### src/rtl/fb_arbiter_if.sv
// Framebuffer arbiter bus: scanout read port, renderer write port, clear control and RAM port.
// slave is the arbiter side; master is the clients plus RAM side.
interface fb_arbiter_if #(
  parameter int ADDR_W = 12,
  parameter int DATA_W = 8
);
  logic              scan_req;
  logic [ADDR_W-1:0] scan_addr;
  logic              scan_gnt;
  logic [DATA_W-1:0] scan_rdata;
  logic              scan_rvalid;
  logic              draw_req;
  logic [ADDR_W-1:0] draw_addr;
  logic [DATA_W-1:0] draw_wdata;
  logic              draw_gnt;
  logic              clear_start;
  logic [DATA_W-1:0] clear_color;
  logic              clear_busy;
  logic              clear_done;
  logic              mem_en;
  logic              mem_we;
  logic [ADDR_W-1:0] mem_addr;
  logic [DATA_W-1:0] mem_wdata;
  logic [DATA_W-1:0] mem_rdata;

  modport slave (
    input  scan_req, scan_addr, draw_req, draw_addr, draw_wdata,
           clear_start, clear_color, mem_rdata,
    output scan_gnt, scan_rdata, scan_rvalid, draw_gnt, clear_busy, clear_done,
           mem_en, mem_we, mem_addr, mem_wdata
  );

  modport master (
    output scan_req, scan_addr, draw_req, draw_addr, draw_wdata,
           clear_start, clear_color, mem_rdata,
    input  scan_gnt, scan_rdata, scan_rvalid, draw_gnt, clear_busy, clear_done,
           mem_en, mem_we, mem_addr, mem_wdata
  );
endinterface

### src/rtl/fb_arbiter.sv
// Single-port framebuffer arbiter: scanout reads beat draw/clear writes until the starve limit.
// Grants are combinational; read data returns one cycle after scan_gnt.
module fb_arbiter #(
  parameter int ADDR_W       = 12,
  parameter int DATA_W       = 8,
  parameter int DEPTH        = 4096,
  parameter int STARVE_LIMIT = 7
) (
  input logic         clk,
  input logic         rst,
  fb_arbiter_if.slave bus
);
  typedef enum logic {IDLE, SWEEP} state_e;

  localparam int SW = $clog2(STARVE_LIMIT + 2);
  localparam logic [SW-1:0]     STARVE_MAX = SW'(STARVE_LIMIT);
  localparam logic [ADDR_W-1:0] LAST_ADDR  = ADDR_W'(DEPTH - 1);

  state_e            state_q, state_d;
  logic [ADDR_W-1:0] cnt_q, cnt_d;
  logic [DATA_W-1:0] color_q, color_d;
  logic [SW-1:0]     starve_q, starve_d;
  logic              done_q, done_d;
  logic              rvalid_q;

  logic busy, lp_pend, lp_win, scan_gnt, draw_gnt, clr_gnt;
  logic              mem_en, mem_we;
  logic [ADDR_W-1:0] mem_addr;
  logic [DATA_W-1:0] mem_wdata;

  always_ff @(posedge clk or posedge rst) begin
    if (rst) begin
      state_q  <= IDLE;
      cnt_q    <= '0;
      color_q  <= '0;
      starve_q <= '0;
      done_q   <= 1'b0;
      rvalid_q <= 1'b0;
    end else begin
      state_q  <= state_d;
      cnt_q    <= cnt_d;
      color_q  <= color_d;
      starve_q <= starve_d;
      done_q   <= done_d;
      rvalid_q <= scan_gnt;
    end
  end

  // Low-priority slot belongs to the clear engine for the whole sweep.
  always_comb begin
    busy     = (state_q == SWEEP);
    lp_pend  = busy | bus.draw_req;
    lp_win   = lp_pend & (~bus.scan_req | (starve_q == STARVE_MAX));
    scan_gnt = bus.scan_req & ~lp_win;
    draw_gnt = lp_win & ~busy;
    clr_gnt  = lp_win & busy;
  end

  always_comb begin
    state_d  = state_q;
    cnt_d    = cnt_q;
    color_d  = color_q;
    done_d   = 1'b0;
    starve_d = '0;
    if (lp_pend && !lp_win)
      starve_d = (starve_q == STARVE_MAX) ? starve_q : starve_q + 1'b1;
    case (state_q)
      IDLE: begin
        if (bus.clear_start) begin
          state_d = SWEEP;
          cnt_d   = '0;
          color_d = bus.clear_color;
        end
      end
      SWEEP: begin
        if (clr_gnt) begin
          if (cnt_q == LAST_ADDR) begin
            state_d = IDLE;
            cnt_d   = '0;
            done_d  = 1'b1;
          end else begin
            cnt_d = cnt_q + 1'b1;
          end
        end
      end
      default: state_d = IDLE;
    endcase
  end

  always_comb begin
    mem_en    = 1'b0;
    mem_we    = 1'b0;
    mem_addr  = '0;
    mem_wdata = '0;
    if (scan_gnt) begin
      mem_en   = 1'b1;
      mem_addr = bus.scan_addr;
    end else if (draw_gnt) begin
      mem_en    = 1'b1;
      mem_we    = 1'b1;
      mem_addr  = bus.draw_addr;
      mem_wdata = bus.draw_wdata;
    end else if (clr_gnt) begin
      mem_en    = 1'b1;
      mem_we    = 1'b1;
      mem_addr  = cnt_q;
      mem_wdata = color_q;
    end
  end

  assign bus.scan_gnt    = scan_gnt;
  assign bus.draw_gnt    = draw_gnt;
  assign bus.scan_rvalid = rvalid_q;
  assign bus.scan_rdata  = bus.mem_rdata;
  assign bus.clear_busy  = busy;
  assign bus.clear_done  = done_q;
  assign bus.mem_en      = mem_en;
  assign bus.mem_we      = mem_we;
  assign bus.mem_addr    = mem_addr;
  assign bus.mem_wdata   = mem_wdata;
endmodule

### src/flat_wrapper.sv
// flat-port wrapper written by rule: the top's interface ports become plain ports
module fb_arbiter_flat 
#(
  parameter int ADDR_W       = 12,
  parameter int DATA_W       = 8,
  parameter int DEPTH        = 4096,
  parameter int STARVE_LIMIT = 7
)
  (clk, rst, bus_scan_req, bus_scan_addr, bus_draw_req, bus_draw_addr, bus_draw_wdata, bus_clear_start, bus_clear_color, bus_mem_rdata, bus_scan_gnt, bus_scan_rdata, bus_scan_rvalid, bus_draw_gnt, bus_clear_busy, bus_clear_done, bus_mem_en, bus_mem_we, bus_mem_addr, bus_mem_wdata);
  fb_arbiter_if #(.ADDR_W(ADDR_W), .DATA_W(DATA_W)) bus_i ();
  input logic clk;
  input logic rst;
  input wire logic [$bits(bus_i.scan_req)-1:0] bus_scan_req;
  input wire logic [$bits(bus_i.scan_addr)-1:0] bus_scan_addr;
  input wire logic [$bits(bus_i.draw_req)-1:0] bus_draw_req;
  input wire logic [$bits(bus_i.draw_addr)-1:0] bus_draw_addr;
  input wire logic [$bits(bus_i.draw_wdata)-1:0] bus_draw_wdata;
  input wire logic [$bits(bus_i.clear_start)-1:0] bus_clear_start;
  input wire logic [$bits(bus_i.clear_color)-1:0] bus_clear_color;
  input wire logic [$bits(bus_i.mem_rdata)-1:0] bus_mem_rdata;
  output wire logic [$bits(bus_i.scan_gnt)-1:0] bus_scan_gnt;
  output wire logic [$bits(bus_i.scan_rdata)-1:0] bus_scan_rdata;
  output wire logic [$bits(bus_i.scan_rvalid)-1:0] bus_scan_rvalid;
  output wire logic [$bits(bus_i.draw_gnt)-1:0] bus_draw_gnt;
  output wire logic [$bits(bus_i.clear_busy)-1:0] bus_clear_busy;
  output wire logic [$bits(bus_i.clear_done)-1:0] bus_clear_done;
  output wire logic [$bits(bus_i.mem_en)-1:0] bus_mem_en;
  output wire logic [$bits(bus_i.mem_we)-1:0] bus_mem_we;
  output wire logic [$bits(bus_i.mem_addr)-1:0] bus_mem_addr;
  output wire logic [$bits(bus_i.mem_wdata)-1:0] bus_mem_wdata;
  assign bus_i.scan_req = bus_scan_req;
  assign bus_i.scan_addr = bus_scan_addr;
  assign bus_i.draw_req = bus_draw_req;
  assign bus_i.draw_addr = bus_draw_addr;
  assign bus_i.draw_wdata = bus_draw_wdata;
  assign bus_i.clear_start = bus_clear_start;
  assign bus_i.clear_color = bus_clear_color;
  assign bus_i.mem_rdata = bus_mem_rdata;
  assign bus_scan_gnt = bus_i.scan_gnt;
  assign bus_scan_rdata = bus_i.scan_rdata;
  assign bus_scan_rvalid = bus_i.scan_rvalid;
  assign bus_draw_gnt = bus_i.draw_gnt;
  assign bus_clear_busy = bus_i.clear_busy;
  assign bus_clear_done = bus_i.clear_done;
  assign bus_mem_en = bus_i.mem_en;
  assign bus_mem_we = bus_i.mem_we;
  assign bus_mem_addr = bus_i.mem_addr;
  assign bus_mem_wdata = bus_i.mem_wdata;
  fb_arbiter #(.ADDR_W(ADDR_W), .DATA_W(DATA_W), .DEPTH(DEPTH), .STARVE_LIMIT(STARVE_LIMIT)) u_core (.clk(clk), .rst(rst), .bus(bus_i));
endmodule
### config.mk
export PLATFORM = sky130hd
export DESIGN_NAME = fb_arbiter_flat
export DESIGN_NICKNAME = d
export VERILOG_FILES = /design/src/rtl/fb_arbiter_if.sv /design/src/rtl/fb_arbiter.sv /design/src/flat_wrapper.sv
export SDC_FILE = /design/constraint.sdc
export NUM_CORES = 1
export LEC_CHECK = 0
export ABC_AREA = 0
export BUFFER_PORTS_ARGS = -buffer_cell sky130_fd_sc_hd__buf_2
export CAP_MARGIN = 20
export CELL_PAD_IN_SITES_DETAIL_PLACEMENT = 1
export CELL_PAD_IN_SITES_GLOBAL_PLACEMENT = 1
export CORE_ASPECT_RATIO = 0.7
export CORE_MARGIN = 2
export CORE_UTILIZATION = 34
export DETAILED_ROUTE_END_ITERATION = 7
export PLACE_DENSITY = 0.95
export SKIP_CTS_REPAIR_TIMING = 1
export SLEW_MARGIN = 30
export SYNTH_ARGS = -nofsm -noshare
export SYNTH_HDL_FRONTEND = slang
export SYNTH_SLANG_ARGS = --single-unit
### constraint.sdc
create_clock -name clk -period 2.79 [get_ports clk]
set_input_delay 0.558 -clock clk [delete_from_list [all_inputs] [get_ports clk]]
set_output_delay 0.558 -clock clk [all_outputs]
set_load 0.01 [all_outputs]
* Word-level counts from Yosys, hierarchy flattened
Cells that the tools add are included.
** Operators by class
- $add $sub $neg :: 2
- Multipliers :: 0
- Div/mod/pow operators :: 0
- Magnitude comparators :: 0
- Equal/unequal tests :: 5
- Shifts and indexed selects :: 0
- Mux-type cells :: 23
- Bitwise gates (word level) :: 9
- Reductions and logical operators :: 4
** Operators by type and width (count)
- two-way mux 12 bit :: 6
- two-way mux 8 bit :: 3
- case mux 12 bit (2 select lines) :: 1
- adder 12 x 1 -> 12 bit (second input constant) :: 1
- equality test 12 bit (second input constant) :: 1
- two-way mux 1 bit :: 10
- two-way mux 4 bit :: 2
- != test 2 bit (second input constant) :: 3
- adder 4 x 1 -> 4 bit (second input constant) :: 1
- bitwise AND 1 bit :: 4
- equality test 4 x 3 -> 1 bit (second input constant) :: 1
- AND reduction 2 bit :: 2
- NOT 1 bit :: 3
- OR 1 bit :: 2
- case mux 1 bit (2 select lines) :: 1
- logical AND 1 bit :: 1
- zero test 1 bit :: 1
** Storage, ports and cells
- Register bits :: 27
- Latch bits :: 0
- Memory bits (writable) :: 0
- Bits in read-only memories :: 0
- Bits of input ports :: 53
- Output and inout bits :: 35
- Logic and storage cells :: 49
- Memories kept :: 0

* Logic depth before layout (Yosys ltp)
- Depth after elaboration :: 7
- Depth in mapped cells :: 6
- Mapped depth without buffers :: 5

* Least setup slack after synthesis
No wires, ideal clock.
- Kind :: reg2out
- From :: reg u_core.starve_q[0]
- To :: out bus_mem_addr[1]
- Arrival :: 1.480 ns
- Required time :: 2.232 ns
- Slack :: 0.752 ns
- Cell stages (with the launch flop) :: 7
- Buffers on the path :: 1
- Cells stage by stage :: dfrtp_1 -> ha_1 -> nand3b_4 -> o21a_1 -> clkbuf_1 -> a222oi_1 -> inv_1
** Between the ends
- Elaborated cells between the ends (all ways) :: 10
- Those cells by class :: 1 x eq/ne; 3 x mux; 6 x bitwise
** RTL lines
- start: declaration :: line fb_arbiter.sv:22 : logic [SW-1:0] starve_q, starve_d;
- start signal: assignment :: line fb_arbiter.sv:43 : starve_q <= starve_d;
- equality test 4 x 3 -> 1 bit :: line fb_arbiter.sv:53 : lp_win = lp_pend & (~bus.scan_req | (starve_q == STARVE_MAX));
- OR 1 bit :: line fb_arbiter.sv:53
- bitwise AND 1 bit :: line fb_arbiter.sv:53
- NOT 1 bit :: line fb_arbiter.sv:54 : scan_gnt = bus.scan_req & ~lp_win;
- bitwise AND 1 bit :: line fb_arbiter.sv:54
- named net bus_scan_gnt :: line flat_wrapper.sv:21 : output wire logic [$bits(bus_i.scan_gnt)-1:0] bus_scan_gnt;
- two-way mux 12 bit :: line fb_arbiter.sv:95 : if (scan_gnt) begin
- end: declaration :: line flat_wrapper.sv:29 : output wire logic [$bits(bus_i.mem_addr)-1:0] bus_mem_addr;
The timed path passes the listed nets, and every way through them passes these cells.

* Worst setup path in the final report
- From :: reg u_core.starve_q[0]
- To :: out bus_mem_addr[2]
** Between the ends
- Longest elaborated chain between the ends :: 7
- Elaborated cells between the ends (all ways) :: 10
- Those cells by class :: 1 x eq/ne; 3 x mux; 6 x bitwise
** RTL lines
- equality test 4 x 3 -> 1 bit * :: line fb_arbiter.sv:53
- OR 1 bit * :: line fb_arbiter.sv:53
- bitwise AND 1 bit * :: line fb_arbiter.sv:53
- bitwise AND 1 bit :: line fb_arbiter.sv:56 : clr_gnt = lp_win & busy;
- two-way mux 12 bit :: line fb_arbiter.sv:103 : end else if (clr_gnt) begin
- two-way mux 12 bit :: line fb_arbiter.sv:98 : end else if (draw_gnt) begin
- two-way mux 12 bit * :: line fb_arbiter.sv:95
Mark *: on every way between the ends. The rest lies on a longest branch, timed or not.

==> results.md <==
- Max IR drop VDD: 0.2390 mV
- GR Overflow Total: 0
- Largest net degree at the start of global routing: 28
- NetSw: 0.0003388 W
- Worst-case reg-to-reg path depth: 5
- Hold Path Class: in2async
- Slew Viols, Final: 0
- Main synth FF type: dfrtp_1
- TritonCTS clock tree: yes
- Clock latency on the worst-skew pair: 280 ps
- DIE AREA: 5354 um^2
- Critical path class: reg2out
- Post-layout util: 45.96%
- CP required: 2230 ps
- Number of remaining DRC errors: 0
- Routed len/inst: 16.62 um
- Initial DRC Count: 87
- Synth Net Count: 240
- Clock buffer depth: 2
- Slew Limit Headroom: 60.53%
- Final setup violating endpoints: 0
- Flop pwr share: 51.9%
- Core Box Area: 4454 um^2
- Synth Warn #: 0
- Max frequency: 381.9 MHz
- Cell Rows: 20
- First-pass GRT wire length: 8.183 mm
- Htree depth: 1
- # IOs: 88
- Setup_tns: 0 ps
- Gp weighted congestion: 0.7982
- Period utilisation layout: 93.86%
- Outcome: completed
- Power per cell area: 498.5 nW/um^2
- Total track usage: 19.88%
- Sequential area share after synthesis: 41.60%
- Actual slew at the worst max-slew pin: 592.1 ps
- Clock Tree Root: clkbuf_8
- Initial Utilization: 36.46%
- Final WS setup: 171.2 ps
- Comb pwr share: 25.6%
- Leak: 1.128 nW
- Final Hold Viols: 0
- Max_cap viols: 0
- Clock power frac: 22.5%
- Syn_area_per_cell: 8.779 um^2
- WHS: 322.5 ps
- Antenna violations before repair: 0
- Worst Path Arrival: 2060 ps
- Antenna-violating nets left: 0
- Crit path max fanout: 8
- Switching share of power: 33.20%
- Worst R2R Setup Slack: 780 ps
- Mapped Cells: 185
- Synth cell types: 38
- Final std cells w/o fill: 304
- Async set or reset register ratio after synthesis: 100.0%
- Reg2reg end: u_core.cnt_q[2]$_DFFE_PP0P_
- Clock sinks: 27
- Number of synthesized register bits: 27
- HPWL after DPL: 3.935 mm
- Critical path launch point type: flop
- Via count: 1665
- Port Buf Inserts: 71
- Post-Synthesis Cell Area: 1624 um^2
- Reg2reg start: u_core.cnt_q[0]$_DFFE_PP0P_
- CTS clk-pin slew, worst paths: 90 ps
- Routed wire length: 5.053 mm
- Fin crit period: 2619 ps
- Placed cell count: 300
- Skew final: 5.381 ps
- TritonCTS Buffers: 3
- Worst slack, placed: 478.5 ps
- Die X: 86.61 um
- DRT Pass-1 Iters: 4
- RSZ-0062 raised after global routing: false
- CP endpoint kind: primary output
- Post-synth EDFFs: 0
- Layout Nets: 305
- Vias in the first global route: 1687
- Layout cell share with drive strength beyond 1: 34.94%
- P_int: 0.0006817 W
- Ant. Diodes: 0
- Area delta synth->final: 26.04%
- Die Span Y: 61.83 um
- Via density: 5.477
[metal layers]
layer	vias up	track usage [%]	wire length [um]
li1	787	-	-
met1	804	25.90	2177
met2	72	35.27	2465
met3	2	3.963	386
met4	0	4.018	22
met5	-	0	0
[synthesized netlist by cell type (all sizes together) (2+ instances only)]
cell | number | share of area, %
nand2 | 35 | 8.2
dfrtp | 27 | 42
inv | 15 | 3.5
buf | 12 | 4.9
a222oi | 11 | 6.8
nor2 | 11 | 2.5
a21oi | 9 | 2.8
a22o | 9 | 4.9
nand3 | 6 | 1.8
clkbuf | 5 | 1.2
o31ai | 4 | 1.8
and3 | 3 | 1.2
nand2b | 3 | 1.2
o21ai | 3 | 0.92
or4 | 3 | 1.4
xnor2 | 3 | 1.6
a211oi | 2 | 0.92
a21o | 2 | 0.92
and2 | 2 | 0.77
and4 | 2 | 1.2
ha | 2 | 1.5
nand4 | 2 | 0.77
or3 | 2 | 0.77
[logic make-up after synthesis]
kind of cell / count (synthesis) / share of synthesized area, %
AND/OR/NAND/NOR: 74 / 22.65
AO/OA/AOI/OAI: 46 / 22.50
buffers and inverters: 32 / 9.553
flip-flops: 27 / 41.60
XOR/XNOR: 4 / 2.158
adder cells (fa/ha/maj): 2 / 1.541
[state kept, by name, summed over array words and instances, names as in the netlist]
signal,cells
u_core.cnt_q,12
u_core.color_q,8
u_core.starve_q,4
u_core.bus.clear_busy,1
u_core.bus.clear_done,1
u_core.bus.scan_rvalid,1
[power by group through the flow]
stage                     clock (W)  combinational (W)  sequential (W)
after floorplan                   0           0.000178        0.000508
after global placement            0           0.000251        0.000530
after detailed placement          0           0.000264        0.000536
after CTS                  0.000240           0.000266        0.000529
after global routing       0.000250           0.000296        0.000541
final                      0.000230           0.000261        0.000529
[cells in the final DEF, fill, tap and decap left out, drive strengths merged, types with 3 or more instances in the layout]
master   n
nor2    11
nand2b   3
a22o     9
nand2   35
nand3    6
xnor2    3
dfrtp   27
buf     77
o21ai    3
or4      3
inv     15
a21oi    9
a222oi  11
o31ai    4
and3     3
clkbuf   4
[worst max-delay path, stage by stage, from the launching register on]
cell	delay, ps
dfrtp_1	390
ha_1	250
nand3b_4	160
a21oi_2	420
buf_4	240
a222oi_1	90
inv_1	100
buf_2	130
[how the worst max path moves through the flow]
stage                                         from               end  slack [ps]  cells after the start
floorplan           u_core.starve_q[0]$_DFFE_PP0P_   bus_mem_addr[1]         750                      6
global placement                      bus_draw_req  bus_mem_addr[10]         540                      5
detailed placement  u_core.starve_q[0]$_DFFE_PP0P_   bus_mem_addr[2]         480                      7
CTS                 u_core.starve_q[0]$_DFFE_PP0P_   bus_mem_addr[7]         150                      7
global route        u_core.starve_q[0]$_DFFE_PP0P_   bus_mem_addr[6]          10                      6
finish              u_core.starve_q[0]$_DFFE_PP0P_   bus_mem_addr[2]         170                      7
[area by class of cell]
class,instances,area [um^2]
Multi-Input combinational cell,126,800.8
Inverter,15,56.30
Sequential cell,27,675.6
Tap cell,55,68.82
Clock buffer,4,45.04
Fill cell,560,2407
Timing Repair Buffer,77,400.4
[per-stage QoR]
| stage | cell area, um^2 | total power (W) |
|---|---|---|
| after floorplan | 1624 | 0.0006861 |
| after global placement | 2002 | 0.0007810 |
| after detailed placement | 2002 | 0.0008006 |
| after CTS | 2047 | 0.001034 |
| after global routing | 2047 | 0.001087 |
| final | 2047 | 0.001021 |
No activity file was read; power rests on OpenSTA's default activity.
